--- src/rtl/logic_fabric_pkg.sv ---
// Shared definitions for the logic-fabric config loader: FSM state encoding,
// frame beat indices, control-word field positions and the legal range of
// the compare-op select.
package logic_fabric_pkg;

  typedef enum logic [1:0] {
    ST_IDLE      = 2'd0,
    ST_LOAD      = 2'd1,
    ST_COMMIT    = 2'd2,
    ST_ERR_DRAIN = 2'd3
  } cfgState_e;

  // Beat position inside a 4-beat configuration frame.
  localparam logic [1:0] IDX_MASK_A = 2'd0;
  localparam logic [1:0] IDX_MASK_B = 2'd1;
  localparam logic [1:0] IDX_CONST  = 2'd2;
  localparam logic [1:0] IDX_CTRL   = 2'd3;

  // Control word layout: bit0 = operand-B select, bits 3:1 = compare-op select.
  localparam int CTRL_OPB_BIT  = 0;
  localparam int CTRL_RMUX_LSB = 1;
  localparam int CTRL_RMUX_MSB = 3;

  // Highest compare-op encoding the comparator implements.
  localparam logic [2:0] RESULT_MUX_MAX = 3'd5;

  function automatic logic rmuxOutOfRange(input logic [2:0] rm);
    return (rm > RESULT_MUX_MAX);
  endfunction

endpackage

--- src/rtl/logic_block_cfg_readback.sv ---
// Readback streamer: on a request it snapshots the four active config words
// and streams them out in frame order over a valid/ready handshake. Requests
// arriving while a stream is in progress are ignored. Only instantiated when
// the loader is built with CFG_READBACK_EN.
module logic_block_cfg_readback
  import logic_fabric_pkg::*;
#(
  parameter int WORD_W = 32
) (
  input  logic              clk,
  input  logic              rst_n,
  input  logic [WORD_W-1:0] wordMaskA,
  input  logic [WORD_W-1:0] wordMaskB,
  input  logic [WORD_W-1:0] wordConst,
  input  logic [WORD_W-1:0] wordCtrl,
  input  logic              rd_req,
  output logic [WORD_W-1:0] rd_data,
  output logic              rd_valid,
  input  logic              rd_ready
);

  logic [WORD_W-1:0] snap [4];
  logic [1:0]        rdPtr;
  logic              streaming;
  logic              startStream;

  assign startStream = rd_req & ~streaming;

  // Stream control: start on a request when idle, advance on each accepted word.
  always_ff @(posedge clk or negedge rst_n) begin
    if (!rst_n) begin
      streaming <= 1'b0;
      rdPtr     <= IDX_MASK_A;
    end else if (startStream) begin
      streaming <= 1'b1;
      rdPtr     <= IDX_MASK_A;
    end else if (streaming && rd_ready) begin
      if (rdPtr == IDX_CTRL) begin
        streaming <= 1'b0;
      end
      rdPtr <= rdPtr + 2'd1;
    end
  end

  // Snapshot the active words at request time so a later commit cannot tear the stream.
  always_ff @(posedge clk) begin
    if (startStream) begin
      snap[IDX_MASK_A] <= wordMaskA;
      snap[IDX_MASK_B] <= wordMaskB;
      snap[IDX_CONST]  <= wordConst;
      snap[IDX_CTRL]   <= wordCtrl;
    end
  end

  assign rd_valid = streaming;
  assign rd_data  = snap[rdPtr];

endmodule

--- src/rtl/logic_block_cfg_loader.sv ---
// Configuration loader for one logic block comparator. Collects 4-beat frames
// (mask_a, mask_b, constant, control) into shadow registers and promotes them
// to the active outputs atomically, one cycle after the final beat, so the
// comparator never sees a partial frame. Malformed frames raise a sticky
// frame_err that a later good commit clears.
// Optional feature macro: CFG_READBACK_EN adds a readback stream port.
module logic_block_cfg_loader
  import logic_fabric_pkg::*;
#(
  parameter int WORD_W        = 32,
  parameter bit RESET_INVALID = 1'b1
) (
  input  logic              clk,
  input  logic              rst_n,
  input  logic [WORD_W-1:0] cfg_in_data,
  input  logic              cfg_in_valid,
  input  logic              cfg_in_last,
  output logic              cfg_in_ready,
  input  logic              cfg_abort,
  input  logic              prev_invalid_in,
  output logic [WORD_W-1:0] mask_a,
  output logic [WORD_W-1:0] mask_b,
  output logic [WORD_W-1:0] constant,
  output logic              op_b_mux,
  output logic [2:0]        result_mux,
  output logic              cfg_invalid,
  output logic              commit,
  output logic              frame_err
`ifdef CFG_READBACK_EN
  ,
  input  logic              rd_req,
  output logic [WORD_W-1:0] rd_data,
  output logic              rd_valid,
  input  logic              rd_ready
`endif
);

  cfgState_e         state;
  logic [1:0]        beatIdx;
  logic              loaded;

  logic [WORD_W-1:0] shMaskA;
  logic [WORD_W-1:0] shMaskB;
  logic [WORD_W-1:0] shConst;
  logic              shOpB;
  logic [2:0]        shRmux;

  logic              beatXfer;
  logic              abortHit;
  logic              shadowWe;

  // The loader only refuses beats in the single commit cycle.
  assign cfg_in_ready = (state != ST_COMMIT);
  assign beatXfer     = cfg_in_valid & cfg_in_ready;

  // Abort only matters while a frame is being collected or drained.
  assign abortHit = cfg_abort & ((state == ST_LOAD) | (state == ST_ERR_DRAIN));

  // Shadow capture happens only for beats belonging to a frame in progress.
  assign shadowWe = beatXfer & ~abortHit & ((state == ST_IDLE) | (state == ST_LOAD));

  // Frame sequencing, framing-error tracking and the commit pulse.
  always_ff @(posedge clk or negedge rst_n) begin
    if (!rst_n) begin
      state     <= ST_IDLE;
      beatIdx   <= IDX_MASK_A;
      frame_err <= 1'b0;
      commit    <= 1'b0;
      loaded    <= ~RESET_INVALID;
    end else begin
      commit <= 1'b0;
      unique case (state)
        ST_IDLE: begin
          if (beatXfer) begin
            if (cfg_in_last) begin
              frame_err <= 1'b1;
              beatIdx   <= IDX_MASK_A;
            end else begin
              state   <= ST_LOAD;
              beatIdx <= IDX_MASK_B;
            end
          end
        end
        ST_LOAD: begin
          if (cfg_abort) begin
            state   <= ST_IDLE;
            beatIdx <= IDX_MASK_A;
          end else if (beatXfer) begin
            if (beatIdx == IDX_CTRL) begin
              beatIdx <= IDX_MASK_A;
              if (cfg_in_last) begin
                state <= ST_COMMIT;
              end else begin
                frame_err <= 1'b1;
                state     <= ST_ERR_DRAIN;
              end
            end else if (cfg_in_last) begin
              frame_err <= 1'b1;
              state     <= ST_IDLE;
              beatIdx   <= IDX_MASK_A;
            end else begin
              beatIdx <= beatIdx + 2'd1;
            end
          end
        end
        ST_COMMIT: begin
          state     <= ST_IDLE;
          commit    <= 1'b1;
          loaded    <= 1'b1;
          frame_err <= 1'b0;
        end
        ST_ERR_DRAIN: begin
          if (cfg_abort || (beatXfer && cfg_in_last)) begin
            state <= ST_IDLE;
          end
        end
        default: state <= ST_IDLE;
      endcase
    end
  end

  // Shadow registers: written beat by beat, only ever read at commit time.
  always_ff @(posedge clk) begin
    if (shadowWe) begin
      unique case (beatIdx)
        IDX_MASK_A: shMaskA <= cfg_in_data;
        IDX_MASK_B: shMaskB <= cfg_in_data;
        IDX_CONST:  shConst <= cfg_in_data;
        IDX_CTRL: begin
          shOpB  <= cfg_in_data[CTRL_OPB_BIT];
          shRmux <= cfg_in_data[CTRL_RMUX_MSB:CTRL_RMUX_LSB];
        end
      endcase
    end
  end

  // Active config: all fields move together from the shadow in the commit cycle.
  always_ff @(posedge clk or negedge rst_n) begin
    if (!rst_n) begin
      mask_a     <= '0;
      mask_b     <= '0;
      constant   <= '0;
      op_b_mux   <= 1'b0;
      result_mux <= 3'd0;
    end else if (state == ST_COMMIT) begin
      mask_a     <= shMaskA;
      mask_b     <= shMaskB;
      constant   <= shConst;
      op_b_mux   <= shOpB;
      result_mux <= shRmux;
    end
  end

  // Invalid whenever upstream is invalid, the op select is unimplemented, or nothing was loaded yet.
  assign cfg_invalid = prev_invalid_in | rmuxOutOfRange(result_mux) | ~loaded;

`ifdef CFG_READBACK_EN
  logic [WORD_W-1:0] ctrlWord;

  assign ctrlWord = {{(WORD_W-4){1'b0}}, result_mux, op_b_mux};

  logic_block_cfg_readback #(
    .WORD_W (WORD_W)
  ) uReadback (
    .clk       (clk),
    .rst_n     (rst_n),
    .wordMaskA (mask_a),
    .wordMaskB (mask_b),
    .wordConst (constant),
    .wordCtrl  (ctrlWord),
    .rd_req    (rd_req),
    .rd_data   (rd_data),
    .rd_valid  (rd_valid),
    .rd_ready  (rd_ready)
  );
`endif

endmodule

--- config.mk ---
export PLATFORM = sky130hd
export DESIGN_NAME = logic_block_cfg_loader
export DESIGN_NICKNAME = d
export VERILOG_FILES = /design/src/rtl/logic_fabric_pkg.sv /design/src/rtl/logic_block_cfg_readback.sv /design/src/rtl/logic_block_cfg_loader.sv
export SDC_FILE = /design/constraint.sdc
export NUM_CORES = 1
export LEC_CHECK = 0
export CORE_ASPECT_RATIO = 1.25
export CORE_MARGIN = 2
export CORE_UTILIZATION = 45
export CTS_CLUSTER_SIZE = 10
export DETAILED_ROUTE_END_ITERATION = 10
export PLACE_DENSITY = 0.72
export SLEW_MARGIN = 20
export SYNTH_ARGS = -nofsm -noshare
export SYNTH_HDL_FRONTEND = slang
export SYNTH_SLANG_ARGS = --single-unit
--- constraint.sdc ---
create_clock -name clk -period 6.25 [get_ports clk]
set_input_delay 1.875 -clock clk [delete_from_list [all_inputs] [get_ports clk]]
set_output_delay 1.875 -clock clk [all_outputs]
set_load 0.03 [all_outputs]
==> flow_summary_export.csv, run 1 <==
group,metric,value,unit
routing,wl,13.9,mm
logic_synthesis,syn-num-nets,428,
critical_path,path_delay_family,"buffers and inverters",
critical_path,r2r_slack,3410,ps
clock_tree,postCtsHoldBufs,0,
critical_path,crit_arrival,3080,ps
sta,setup_viol,0,
routing,drc_errors,0,
sta,finalCriticalPeriod,4950,ps
floorplanning,top_level_ports,142,
sta,period_share,0.793,
clock_tree,clock-root-buffer,"clkbuf_16",
routing,drt_iter0_markers,204,
logic_synthesis,ys_top_cells_by_area,"edfxtp_1 41%, dfrtp_1 37%, mux2_2 15%, ha_1 1.4%, buf_2 0.55%",
clock_tree,htreeDepth,1,
routing,vias_per_cell,4.98,
critical_path,critPathBufInv,2,
routing,wl_per_cell,18.1,um
clock_tree,cts_resized,0,
global_route,grt_max_degree,66,
critical_path,cp_max_fo,1,
place,dp_hpwl,8.74,mm
floorplanning,dieArea,0.0173,sq mm
floorplanning,start_util,0.455,
run,drv_cap,0,
floorplanning,die_y,146,um
place,gp_congestion,0.787,
pwr,powerDensity,445,mW/mm^2
routing,postRouteAntennaNets,0,
logic_synthesis,ys_types,34,
routing,num_vias,3835,
cells_and_area,nets,583,
floorplanning,rows,52,
cells_and_area,finalCoreUtilization,0.598,
sta,rsz0062_at_grt,"false",
sta,skew,20.0,ps
cells_and_area,layout-drive-gt1-share,0.245,
cells_and_area,n_antenna_cell,0,
logic_synthesis,ys_top_cells_by_count,"107 x dfrtp_1, 100 x edfxtp_1, 100 x mux2_2, 8 x buf_2, 8 x ha_1",
critical_path,cpMaxStageDelayCell,"clkdlybuf4s50_1",
clock_tree,path_clk_slew,50,ps
logic_synthesis,ys_ff_latch,207,
clock_tree,clkLatencyLatePin,510,ps
critical_path,end_kind,"output pin",
critical_path,cp_slowest_stage_delay,660,ps
place,port_buffers,141,
clock_tree,cts_tree,"built",
logic_synthesis,async_flop_share,0.517,
global_route,antenna_found_initial,0,
logic_synthesis,ys_warn_count,0,
logic_synthesis,yosysTopAreaCell,"edfxtp_1",
clock_tree,cts_sinks,207,
critical_path,cp.depth,3,
sta,fin_tns_setup,0,ps
floorplanning,die-width,118,um
sta,fmax,202,MHz
logic_synthesis,syn_area,0.00731,sq mm
logic_synthesis,synth_edf_count,100,
clock_tree,cts_setup_buffers,0,
logic_synthesis,synth_seq_area_share,0.777,
critical_path,cp-start-kind,"primary input",
pwr,vdd_drop_max,0.281,mV
sta,slew_headroom,0.369,
global_route,grt_pass1_vias,4163,
clock_tree,cts_buffers,24,
logic_synthesis,synth_top_area_frac,0.411,
global_route,grt-ovfl-total,0,
global_route,grt_usage,0.165,
global_route,grt_pass1_wl,22.6,mm
sta,hold_viol_final,0,
logic_synthesis,syn_area_per_cell,19.1,sq um
min_path,hold_depth,1,
sta,worst_slew_pin_slew,946,ps
critical_path,crit_type,"in2out",
outcome,run_status,"finished, final reports clean",
logic_synthesis,netlist_instances,382,
sta,slew_viol_final,0,
logic_synthesis,ys_dominant_reg_cell,"dfrtp_1",
routing,drt-pass1-iter-count,4,
critical_path,required,4380,ps
cells_and_area,areaGrowthSynthToFinish,31.6,%
critical_path,path_common_cell,"clkdlybuf4s50_1",
min_path,worstHoldPathType,"reg2reg",
critical_path,path_cells,"clkdlybuf4s50_1, nand3b_1, clkdlybuf4s50_1",
logic_synthesis,yosysMostFrequentCell,"dfrtp_1",
pwr,p_leak,3.77,nW
clock_tree,clockBufferDepth,3,
floorplanning,core_area,0.0161,sq mm
critical_path,ff2ff_path_depth,7,
layer usage:
metal,wire length (um),global-route usage
met1,5530,0.201
met2,7360,0.295
met3,757,0.0324
met4,256,0.0494
met5,0,0
sequential cells by signal, indices dropped and copies added (netlist names), 2 cells and up:
| register | flops |
|---|---|
| shRmux | 3 |
| constant | 32 |
| shMaskB | 32 |
| shMaskA | 32 |
| mask_a | 32 |
| shConst | 32 |
| result_mux | 3 |
| mask_b | 32 |
| state | 2 |
| beatIdx | 2 |
worst register-to-register path, stage by stage, from the launching register on:
cell and delay (ps):
dfrtp_1 420, inv_1 160, ha_4 600, buf_4 760
nor2b_1 260, and4_1 280, a21oi_1 110, o221ai_1 120
cell type report:
type                            count  area (sq um)
Clock inverter                      2          21.3
Timing Repair Buffer              143          1420
Fill cell                        1221          6450
Tap cell                          216           270
Sequential cell                   207          5680
Clock buffer                       41           664
Inverter                            6          22.5
Multi-Input combinational cell    155          1540
cells by family after synthesis:
kind of cell / share of synthesized area
mux: 0.154
flops: 0.777
fa+ha+maj: 0.0137
simple gates: 0.0240
buf+inv: 0.0147
compound gates: 0.0161
through the flow:
stage / cells / power, mW / hold slack (ps) / worst slack, ps / cell area, sq um
2_1_floorplan: 382 / 2.55 / 437 / 2180 / 7310
3_3_place_gp: 727 / 3.07 / 455 / 1280 / 8930
3_5_place_dp: 727 / 3.11 / 460 / 1290 / 8930
4_1_cts: 770 / 4.34 / 474 / 1290 / 9620
5_1_grt: 770 / 4.47 / 483 / 1250 / 9620
6_report: 770 / 4.28 / 467 / 1300 / 9620
cells in the final DEF, fill, tap and decap left out, types with 4 or more instances in the layout:
master / count
dfrtp_1: 107
mux2_2: 100
nor2_1: 4
a21oi_1: 6
clkbuf_1: 17
clkdlybuf4s50_1: 140
clkbuf_16: 24
inv_1: 6
edfxtp_1: 100
ha_1: 7
worst paths after layout:
check / from / endpoint
setup / recovery: prev_invalid_in / cfg_invalid
hold / removal: shConst[9] / constant[9]
hold reg to reg: shConst[9] / constant[9]
max in group asynchronous: rst_n / mask_a[30]
min in group asynchronous: rst_n / mask_b[19]
setup reg to reg: state[0] / beatIdx[0]
power breakdown:
part | internal, mW | switching [mW] | total (mW)
logic | 0.516 | 0.675 | 1.19
registers | 1.74 | 0.142 | 1.88
clock network | 0.718 | 0.490 | 1.21
total | 2.97 | 1.31 | 4.28
No activity file was read; power rests on OpenSTA's default activity.
==> run 2, diff against run 1 <==
==> constraint.sdc (replaced) <==
create_clock -name clk -period 4.6 [get_ports clk]
set_input_delay 1.38 -clock clk [delete_from_list [all_inputs] [get_ports clk]]
set_output_delay 1.38 -clock clk [all_outputs]
set_load 0.03 [all_outputs]
==> run 2 against run 1 <==
  * Core utilization increased by 0.38 points
  * Clock power up 36%
  * Power increased by 37%
  * Non-clock buffer count rose by 6
  * Cell count up 0.91%
  * Final area rose by 0.64%
  * Critical path depth unchanged
  * First-iteration DRC count shrank 16%
  * Sequential cell count did not move
  * Routed wire length rose by 4.0%
  * Hold slack improved by 1.5 ps
  * Die area unchanged
==> flow_summary_export.csv, run 2 (synthesis gave the netlist of run 1 again) <==
group,metric,value,unit
outcome,run_status,"finished, final reports clean",
clock_tree,clkLatencyLatePin,510,ps
floorplanning,die_y,146,um
global_route,grt-ovfl-total,0,
floorplanning,core_area,0.0161,sq mm
sta,period_share,0.862,
cells_and_area,nFillCells,1230,
clock_tree,clockBufferDepth,3,
min_path,worstHoldPathType,"reg2reg",
sta,slew_viol_final,0,
pwr,powerDensity,604,mW/mm^2
routing,drc_errors,0,
global_route,antenna_found_initial,0,
global_route,grt_usage,0.170,
min_path,worstHoldStart,"shMaskB[21]",
clock_tree,cts_setup_buffers,0,
clock_tree,cts_sinks,207,
run,drv_cap,0,
cells_and_area,finalCoreUtilization,0.602,
cells_and_area,final_common_cell,"clkdlybuf4s50_1",
cells_and_area,areaGrowthSynthToFinish,32.5,%
sta,hold_viol_final,0,
sta,fmax,252,MHz
floorplanning,dieArea,0.0173,sq mm
place,gp_congestion,0.785,
clock_tree,clock-root-buffer,"clkbuf_16",
critical_path,worstSetupEndpoint,"cfg_invalid",
critical_path,path_cells,"clkdlybuf4s50_1, nand3b_1, clkdlybuf4s50_1",
critical_path,cp_max_fo,1,
critical_path,required,3220,ps
sta,hold_ws,469,ps
routing,postRouteAntennaNets,0,
critical_path,timing.rr.start,"state[0]",
cells_and_area,n_antenna_cell,0,
critical_path,timing.critical_path.from,"prev_invalid_in",
global_route,grt_pass1_vias,4200,
floorplanning,top_level_ports,142,
clock_tree,postCtsHoldBufs,0,
critical_path,ff2ff_path_depth,6,
floorplanning,start_util,0.455,
place,dpl.cell_count,732,
critical_path,crit_type,"in2out",
place,dp_hpwl,9.31,mm
pwr,power,5.85,mW
routing,drt_iter0_markers,172,
pwr,vdd_drop_max,0.439,mV
routing,wl,14.5,mm
critical_path,end_kind,"output pin",
sta,worst_slew_pin_slew,734,ps
routing,drt-pass1-iter-count,4,
critical_path,cpMaxStageDelayCell,"clkdlybuf4s50_1",
floorplanning,rows,52,
critical_path,cp-start-kind,"primary input",
clock_tree,htreeDepth,1,
critical_path,r2r_slack,1800,ps
routing,wl_per_cell,18.6,um
clock_tree,cts_buffers,24,
routing,vias_per_cell,5.00,
sta,setup_viol,0,
critical_path,path_common_cell,"clkdlybuf4s50_1",
critical_path,cp_slowest_stage_delay,660,ps
sta,rsz0062_at_grt,"false",
sta,skew,23.6,ps
cells_and_area,stdcell_count,777,
sta,slew_headroom,0.511,
critical_path,critPathBufInv,2,
critical_path,cp.depth,3,
global_route,grt_max_degree,78,
cells_and_area,nets,589,
critical_path,r2r-end,"shConst[7]",
cells_and_area,layout-drive-gt1-share,0.253,
floorplanning,die-width,118,um
pwr,p_leak,3.81,nW
clock_tree,cts_resized,0,
cells_and_area,layout_common_cells,"140 x clkdlybuf4s50_1, 107 x dfrtp_1, 100 x mux2_2, 100 x edfxtp_1, 24 x clkbuf_16",
clock_tree,cts_tree,"built",
routing,num_vias,3885,
global_route,grt_pass1_wl,23.3,mm
critical_path,crit_arrival,2580,ps
clock_tree,path_clk_slew,60,ps
sta,fin_tns_setup,0,ps
critical_path,path_delay_family,"buffers and inverters",
place,port_buffers,141,
sta,finalCriticalPeriod,3960,ps
-- run 2: worst min path at each step --
| stage | end | cells after the start | slack, ps |
|---|---|---|---|
| after floorplan | loaded | 1 | 440 |
| after global placement | mask_a[14] | 1 | 460 |
| after detailed placement | loaded | 1 | 460 |
| after CTS | mask_b[15] | 1 | 470 |
| after global routing | constant[29] | 1 | 490 |
| final | mask_b[21] | 1 | 470 |
-- run 2: layout make-up --
class                   count  area (sq um)  area share
multi-input cells         155          1540       0.159
clock buffers              42           668      0.0690
inverters                   6          22.5     0.00233
repair buffers            149          1480       0.153
flip-flops and latches    207          5680       0.587
clock inverters             2          21.3     0.00220
well taps                 216           270      0.0279
-- run 2: where the power goes --
part / total [mW] / switching, mW / internal (mW)
logic: 1.65 / 0.931 / 0.716
registers: 2.56 / 0.199 / 2.36
clock network: 1.64 / 0.663 / 0.979
total: 5.85 / 1.79 / 4.05
-- run 2: metal layers --
layer,GRT usage,vias to the layer above,part of all wire
met5,0,-,0
met4,0.0536,0,0.025
met3,0.0371,28,0.056
met2,0.302,129,0.53
met1,0.208,1984,0.39
li1,-,1744,-
-- run 2: through the flow --
step           setup slack, ps  area, sq um
6_report                   635         9680
5_1_grt                    577         9680
4_1_cts                    628         9660
3_5_place_dp               634         8970
3_3_place_gp               622         8970
2_1_floorplan             1520         7310
==> run 3, diff against run 2 <==
--- a/config.mk
+++ b/config.mk
@@ -11,7 +11,6 @@
 export CTS_CLUSTER_SIZE = 10
 export DETAILED_ROUTE_END_ITERATION = 10
 export PLACE_DENSITY = 0.72
-export SLEW_MARGIN = 20
 export SYNTH_ARGS = -nofsm -noshare
 export SYNTH_HDL_FRONTEND = slang
 export SYNTH_SLANG_ARGS = --single-unit
==> run 3 against run 2 <==
  * Sequential share of layout area up 0.12 points
  * Core utilization fell by 0.12 points
  * Clock-buffer cell count is the same
  * Via count shrank 0.13%
  * Cell count decreased by 0.13%
  * Routed wire length is essentially flat
  * First-iteration DRC count rose by 5.2%
  * Register-to-register slack hardly changed
==> flow_summary_export.csv, run 3 (synthesis gave the netlist of run 1 again) <==
group,metric,value,unit
sta,finalCriticalPeriod,3960,ps
global_route,antenna_found_initial,0,
critical_path,end_kind,"output pin",
critical_path,timing.critical_path.from,"prev_invalid_in",
cells_and_area,nFillCells,1232,
clock_tree,cts_resized,0,
clock_tree,clock-root-buffer,"clkbuf_16",
routing,wl_met3,825,um
cells_and_area,n_antenna_cell,0,
cells_and_area,areaGrowthSynthToFinish,32.2,%
sta,fmax,252,MHz
outcome,run_status,"finished, final reports clean",
clock_tree,htreeDepth,1,
place,gp_congestion,0.785,
sta,hold_viol_final,0,
min_path,worstHoldPathType,"reg2reg",
pwr,vdd_drop_max,0.436,mV
routing,dr_wl_met2,7.72,mm
place,port_buffers,141,
floorplanning,core_area,0.0161,sq mm
clock_tree,cts_setup_buffers,0,
clock_tree,postCtsHoldBufs,0,
floorplanning,die-width,118,um
run,drv_cap,0,
critical_path,crit_arrival,2580,ps
global_route,grt_max_degree,78,
critical_path,crit_type,"in2out",
routing,wl,14.5,mm
min_path,holdPathEnd,"mask_b[21]",
routing,num_vias,3880,
floorplanning,dieArea,0.0173,sq mm
routing,top_layer_used,"met4",
routing,drt-pass1-iter-count,4,
floorplanning,rows,52,
cells_and_area,nets,588,
sta,period_share,0.862,
sta,skew,24.2,ps
critical_path,cp-start-kind,"primary input",
clock_tree,cts_buffers,24,
sta,slew_headroom,0.351,
clock_tree,clockBufferDepth,3,
sta,fin_tns_setup,0,ps
routing,vias_per_cell,5.00,
place,pre_cts_ws,634,ps
clock_tree,clkLatencyLatePin,510,ps
critical_path,r2r-end,"shConst[7]",
sta,slew_viol_final,0,
pwr,p_leak,3.80,nW
sta,worst_slew_pin_slew,973,ps
critical_path,r2r_slack,1800,ps
sta,rsz0062_at_grt,"false",
critical_path,timing.rr.start,"state[0]",
clock_tree,cts_sinks,207,
clock_tree,cts_tree,"built",
cells_and_area,finalCoreUtilization,0.601,
min_path,worstHoldStart,"shMaskB[21]",
routing,postRouteAntennaNets,0,
min_path,hold_depth,1,
cells_and_area,layout-drive-gt1-share,0.252,
routing,drt_iter0_markers,181,
sta,setup_slack,635,ps
place,dp_hpwl,9.31,mm
critical_path,required,3220,ps
routing,wl_per_cell,18.6,um
floorplanning,top_level_ports,142,
cells_and_area,final_common_cell,"clkdlybuf4s50_1",
global_route,grt_usage,0.170,
floorplanning,die_y,146,um
routing,drc_errors,0,
routing,wl_met1,5.55,mm
sta,setup_viol,0,
clock_tree,path_clk_slew,60,ps
pwr,powerDensity,605,mW/mm^2
global_route,grt-ovfl-total,0,
global_route,grt_pass1_vias,4200,
critical_path,ff2ff_path_depth,6,
floorplanning,start_util,0.455,
cells_and_area,layout_common_cells,"140 x clkdlybuf4s50_1, 107 x dfrtp_1, 100 x mux2_2, 100 x edfxtp_1, 24 x clkbuf_16",
global_route,grt_pass1_wl,23.3,mm
critical_path,cp_max_fo,1,
run 3: cell count changes in the layout (fill, tap and decap cells not counted), sizes merged:
cell  change
buf       -1
run 3: worst max path at each step:
stage	to	slack [ps]	cells after the start
6_report	cfg_invalid	640	3
5_1_grt	cfg_invalid	580	3
4_1_cts	cfg_invalid	630	3
3_5_place_dp	cfg_invalid	630	3
3_3_place_gp	cfg_invalid	620	3
2_1_floorplan	cfg_invalid	1520	1
run 3: cell type report:
cell class | instances | area, sq um | share of cell area
repair buffers | 148 | 1460 | 0.151
well taps | 216 | 270 | 0.0280
clock buffers | 42 | 668 | 0.0692
inverters | 6 | 22.5 | 0.00233
clock inverters | 2 | 21.3 | 0.00220
flip-flops and latches | 207 | 5680 | 0.588
multi-input cells | 155 | 1540 | 0.159
run 3: power breakdown:
part	switching, mW	internal [mW]
sequential	0.199	2.36
combinational	0.930	0.714
clock	0.665	0.979
run 3: routing by layer:
layer,up-vias,GRT usage
met5,-,0
li1,1744,-
met1,1973,0.208
met4,0,0.0536
met3,30,0.0371
met2,133,0.302
run 3: critical path, stage by stage:
cell	delay (ps)
clkdlybuf4s50_1	450
nand3b_1	90
clkdlybuf4s50_1	660
run 3: per-stage QoR:
| stage | hold slack (ps) | std cells | power [mW] | instance area (sq um) |
|---|---|---|---|---|
| finish | 468 | 776 | 5.85 | 9660 |
| global route | 487 | 776 | 6.10 | 9660 |
| CTS | 470 | 776 | 5.92 | 9660 |
| detailed placement | 457 | 732 | 4.24 | 8970 |
| global placement | 456 | 732 | 4.20 | 8970 |
| floorplan | 437 | 382 | 3.46 | 7310 |
